`config.mk`:
```
export PLATFORM = sky130hd
export DESIGN_NAME = aes_round_engine
export DESIGN_NICKNAME = d
export VERILOG_FILES = /design/src/rtl/aes_round_engine.sv
export SDC_FILE = /design/constraint.sdc
export NUM_CORES = 2
export LEC_CHECK = 0
export BUFFER_PORTS_ARGS = -buffer_cell sky130_fd_sc_hd__buf_2
export CELL_PAD_IN_SITES_DETAIL_PLACEMENT = 1
export CELL_PAD_IN_SITES_GLOBAL_PLACEMENT = 1
export CORE_AREA = 2 2 644 646
export DETAILED_ROUTE_END_ITERATION = 10
export DIE_AREA = 0 0 646 648
export PLACE_DENSITY = 0.43
export SLEW_MARGIN = 20
export SYNTH_ARGS = -nofsm -noshare
export SYNTH_HDL_FRONTEND = slang
export SYNTH_SLANG_ARGS = --single-unit
```
`constraint.sdc`:
```
create_clock -name clk -period 12.6 [get_ports clk]
set_input_delay 2.52 -clock clk [delete_from_list [all_inputs] [get_ports clk]]
set_output_delay 2.52 -clock clk [all_outputs]
set_load 0.1 [all_outputs]
```
`src/rtl/aes_round_engine.sv`:
```
// Iterative AES encryption core: one full cipher round per clock, 10/12/14 rounds
// selected by NR, driven from an externally held, precomputed key schedule.
module aes_round_engine #(
  parameter int NR = 10
) (
  input  logic                    clk,
  input  logic                    rst,
  input  logic                    in_valid,
  output logic                    in_ready,
  input  logic [127:0]            in_data,
  input  logic [128*(NR+1)-1:0]   key_sched,
  output logic                    out_valid,
  input  logic                    out_ready,
  output logic [127:0]            out_data,
  output logic                    busy,
  output logic [3:0]              round_idx
);

  if (!(NR == 10 || NR == 12 || NR == 14)) begin : g_bad_nr
    $error("aes_round_engine: NR must be 10, 12 or 14");
  end

  localparam logic [3:0] NR_L = 4'(NR);

  // Forward S-box, byte 0x00 in the most significant position.
  localparam logic [2047:0] SBOX_TABLE = {
    128'h637c777bf26b6fc53001672bfed7ab76,
    128'hca82c97dfa5947f0add4a2af9ca472c0,
    128'hb7fd9326363ff7cc34a5e5f171d83115,
    128'h04c723c31896059a071280e2eb27b275,
    128'h09832c1a1b6e5aa0523bd6b329e32f84,
    128'h53d100ed20fcb15b6acbbe394a4c58cf,
    128'hd0efaafb434d338545f9027f503c9fa8,
    128'h51a3408f929d38f5bcb6da2110fff3d2,
    128'hcd0c13ec5f974417c4a77e3d645d1973,
    128'h60814fdc222a908846eeb814de5e0bdb,
    128'he0323a0a4906245cc2d3ac629195e479,
    128'he7c8376d8dd54ea96c56f4ea657aae08,
    128'hba78252e1ca6b4c6e8dd741f4bbd8b8a,
    128'h703eb5664803f60e613557b986c11d9e,
    128'he1f8981169d98e949b1e87e9ce5528df,
    128'h8ca1890dbfe6426841992d0fb054bb16
  };

  typedef enum logic [1:0] {IDLE, RUN, DONE} fsm_t;

  function automatic logic [7:0] sbox(input logic [7:0] b);
    return SBOX_TABLE[11'd2047 - {b, 3'b000} -: 8];
  endfunction

  function automatic logic [7:0] xtime(input logic [7:0] b);
    return {b[6:0], 1'b0} ^ (b[7] ? 8'h1b : 8'h00);
  endfunction

  fsm_t         fsm_reg, fsm_next;
  logic [127:0] state_reg, state_next;
  logic [3:0]   round_reg, round_next;

  logic [127:0] rk [NR+1];
  logic [127:0] sr_w, mc_w, load_w, round_w, final_w;

  for (genvar gi = 0; gi <= NR; gi++) begin : g_rk
    assign rk[gi] = key_sched[128*gi +: 128];
  end

  // SubBytes fused with ShiftRows: output s[r][c] takes input s[r][(c+r)%4].
  for (genvar gi = 0; gi < 16; gi++) begin : g_sr
    localparam int ROW = gi % 4;
    localparam int COL = gi / 4;
    localparam int SRC = ROW + 4 * ((COL + ROW) % 4);
    assign sr_w[127-8*gi -: 8] = sbox(state_reg[127-8*SRC -: 8]);
  end

  for (genvar gi = 0; gi < 4; gi++) begin : g_mc
    logic [7:0] a0, a1, a2, a3;
    assign a0 = sr_w[127-32*gi -: 8];
    assign a1 = sr_w[119-32*gi -: 8];
    assign a2 = sr_w[111-32*gi -: 8];
    assign a3 = sr_w[103-32*gi -: 8];
    assign mc_w[127-32*gi -: 8] = xtime(a0) ^ xtime(a1) ^ a1 ^ a2 ^ a3;
    assign mc_w[119-32*gi -: 8] = a0 ^ xtime(a1) ^ xtime(a2) ^ a2 ^ a3;
    assign mc_w[111-32*gi -: 8] = a0 ^ a1 ^ xtime(a2) ^ xtime(a3) ^ a3;
    assign mc_w[103-32*gi -: 8] = xtime(a0) ^ a0 ^ a1 ^ a2 ^ xtime(a3);
  end

  assign load_w  = in_data ^ rk[0];
  assign round_w = mc_w ^ rk[round_reg];
  assign final_w = sr_w ^ rk[round_reg];

  always_comb begin
    fsm_next   = fsm_reg;
    state_next = state_reg;
    round_next = round_reg;
    in_ready   = (fsm_reg == IDLE) || (fsm_reg == DONE && out_ready);
    case (fsm_reg)
      IDLE: begin
        if (in_valid) begin
          state_next = load_w;
          round_next = 4'd1;
          fsm_next   = RUN;
        end
      end
      RUN: begin
        if (round_reg == NR_L) begin
          state_next = final_w;
          fsm_next   = DONE;
        end else begin
          state_next = round_w;
          round_next = round_reg + 4'd1;
        end
      end
      DONE: begin
        // A new block may be taken on the same edge as the output handshake.
        if (out_ready) begin
          if (in_valid) begin
            state_next = load_w;
            round_next = 4'd1;
            fsm_next   = RUN;
          end else begin
            round_next = 4'd0;
            fsm_next   = IDLE;
          end
        end
      end
      default: fsm_next = IDLE;
    endcase
  end

  always_ff @(posedge clk) begin
    if (rst) begin
      fsm_reg   <= IDLE;
      state_reg <= '0;
      round_reg <= '0;
    end else begin
      fsm_reg   <= fsm_next;
      state_reg <= state_next;
      round_reg <= round_next;
    end
  end

  assign out_valid = (fsm_reg == DONE);
  assign busy      = (fsm_reg != IDLE);
  assign out_data  = state_reg;
  assign round_idx = round_reg;

endmodule

```
==> out/results.ini <==
[placement]
numPortBuffers = 1674
dp_slack_ns = 6.675
place_area_um2 = 93650
hpwlAfterDp_um = 622900
gp_congestion = 1.011

[clocking]
hold_buffers = 0
cts_setup_buffers = 0
tritoncts = built
worstSkewPairLatency_ns = 0.57
clk_pin_slew_worst_paths_ns = 0.09
cts-buffers-inserted = 17
cts_resized = 0
htreeDepth = 4
clock-root-buffer = clkbuf_16
cts_sinks = 134
cts_buffer_depth = 2

[synthesis]
synth_seq_area_share = 0.03320
ys_warn_count = 0
synth_ff_type = dfxtp_1
synth_seq_cells = 134
syn-instance-count = 11470
synthArstFlopShare = 0
synth-edff-count = 0
synth.avg_cell_area_um2 = 7.043
synthDistinctLibCells = 119
synth_nets = 13250
netlist_area_um2 = 80810

[power_and_ir_drop]
leakagePower_nw = 33.67
power_mw = 38.30
irDropWorstVdd_mv = 0.2284
p_per_area_nw_per_um2 = 401.7

[global_routing]
antenna_found_initial = 253
grtUsageTotal = 0.3524
grt_pass1_wl_um = 1013000
grt_overflow = 0
grt_pass1_vias = 103400
grt_max_degree = 126

[job]
cap_viol_max_count = 0

[finish]
fin_nets = 14000
layout_common_cells = buf_2 (1673), nand2_1 (1021), o21ai_0 (993)
finalInstanceArea_um2 = 95360
fillers = 50740
syn_to_final_growth_pct = 18.00
mostFrequentLayoutCell = buf_2
layout-drive-gt1-share = 0.2420
largest_register_ff_count = 128

[setup_path]
cp_data_arrival_time_ns = 6.50
rrSetupSlack_ns = 6.54
regToRegEndpoint = out_data[108]$_SDFFE_PP0P_
rr_worst_depth = 10
path_class = flop to flop
worstPathMaxFanout = 43
crit_path_end = out_data[108]$_SDFFE_PP0P_
critPathLaunchType = flop
worstPathRequired_ns = 13.03
critPathLaunch = round_idx[0]$_SDFFE_PP0P_
end_kind = flop
reg2reg_from = round_idx[0]$_SDFFE_PP0P_

[floorplanning]
initial_utilization = 0.1962
io_pins = 1675
core_um2 = 411900
fp.dieH_um = 648
die_area_um2 = 418600
fp.dieW_um = 646
row_count = 236

[route]
drc_errors = 0
wire_per_inst_um = 42.92
ant_nets = 0
vias = 109800
first_pass_iters = 6
drtIter0Drc = 14790
totalWireLength_um = 778300
routed_via_density = 6.053

[sta]
setup_slack_ns = 6.537
worst_pin_slew_ns = 1.301
drv_slew = 0
period_needed_ns = 6.063
relSlewSlack = 0.1081
fmax_mhz = 164.9
finalSetupViolCount = 0
skew_ns = 0.02810
post-route-period-util = 0.4812
tns_ns = 0
final_hold_viol_count = 0
grt_setup_unrepaired = no

[min_path]
hold_class = flop to flop

[status]
status = finished, final reports clean

per-stage QoR:
stage	hold slack (ns)	util	std cells
finish	0.4634	0.2315	18130
detailed placement	0.4567	0.2273	17680
floorplan	0.4837	-	11470
global route	0.4845	0.2304	17960
CTS	0.4707	0.2288	17710
global placement	0.4361	0.2272	17680
how the worst min path moves through the flow:
stage                                         start  slack [ns]  cells past startpoint                   endpoint
after global routing      out_data[14]$_SDFFE_PP0P_        0.48                      2  out_data[14]$_SDFFE_PP0P_
after detailed placement  out_data[65]$_SDFFE_PP0P_        0.46                      1  out_data[65]$_SDFFE_PP0P_
after global placement    out_data[65]$_SDFFE_PP0P_        0.44                      1  out_data[65]$_SDFFE_PP0P_
after CTS                 out_data[14]$_SDFFE_PP0P_        0.47                      2  out_data[14]$_SDFFE_PP0P_
final                     out_data[14]$_SDFFE_PP0P_        0.46                      2  out_data[14]$_SDFFE_PP0P_
after floorplan             fsm_reg[0]$_SDFFE_PP0P_        0.48                      2    fsm_reg[0]$_SDFFE_PP0P_
metal layers:
layer | wire [um] | GRT usage
met5 | 642 | 0
met3 | 78530 | 0.1021
met2 | 326900 | 0.5151
met1 | 305000 | 0.4363
met4 | 67240 | 0.2634
worst max-delay path, cell delays in order, from the launching register on:
cell and delay (ns):
dfxtp_4 0.83, buf_4 0.64, buf_4 0.77, buf_4 0.69, mux4_2 0.63, nand2_1 0.33
o21ai_1 0.53, xnor2_1 0.37, xnor2_1 0.13, xnor2_1 0.64, o21bai_1 0.12
layout make-up:
class                      count  area (um2)  area share
clock inverter                14       188.9    0.001981
inverter                     189       709.4    0.007440
tap                         5474        6849     0.07183
multi-input combinational   9754       71390      0.7487
sequential                   134        2864     0.03003
clock buffer                  18       429.2    0.004501
timing repair buffer        2128       11870      0.1245
antenna                      422        1056     0.01107
report_power, final:
part	leakage (nW)	switching, mW	internal (mW)
sequential	1.15	0.726	0.645
clock	0.304	0.311	0.317
combinational	32.2	23.5	12.8
total	33.7	24.6	13.7
synthesized netlist by cell type (66+ instances only):
master,n,area [um2]
xor2_1,317,2776
ha_1,234,2928
o211ai_1,308,2312
nand3_1,309,1546
nand2b_1,369,2308
nor2_1,742,2785
buf_2,469,2347
nor3_1,288,1441
o311ai_0,169,1480
o221ai_1,180,1577
nor2b_1,315,1971
a211oi_1,230,1727
o21a_1,66,495.5
o21ai_0,1033,5170
nand2_1,1023,3840
a311oi_1,156,1366
a21o_1,80,600.6
inv_1,153,574.3
a21oi_1,858,4294
or3_1,80,500.5
a221oi_1,92,805.8
o22ai_1,92,575.6
dfxtp_1,134,2683
clkbuf_1,721,2706
xnor2_1,402,3521
a2111oi_0,71,621.9
a31oi_1,198,1239
and2_1,98,613.1
buf_1,97,364.1
or2_2,97,606.8
buf_4,90,675.7
mux2i_1,237,2372
mux4_2,430,9684
o31ai_1,111,833.3
cell families after synthesis:
kind of cell               Yosys count  share of synthesized area
buffers and inverters             1585                    0.08675
and+or+nand+nor                   3645                     0.2220
xor gates and xnor gates           788                    0.09673
adders and majority gates          238                    0.03673
DFF                                134                    0.03320
AOI/OAI and AO/OA                 4381                     0.3705
muxes                              702                     0.1541
(Power assumes the default switching activity.)
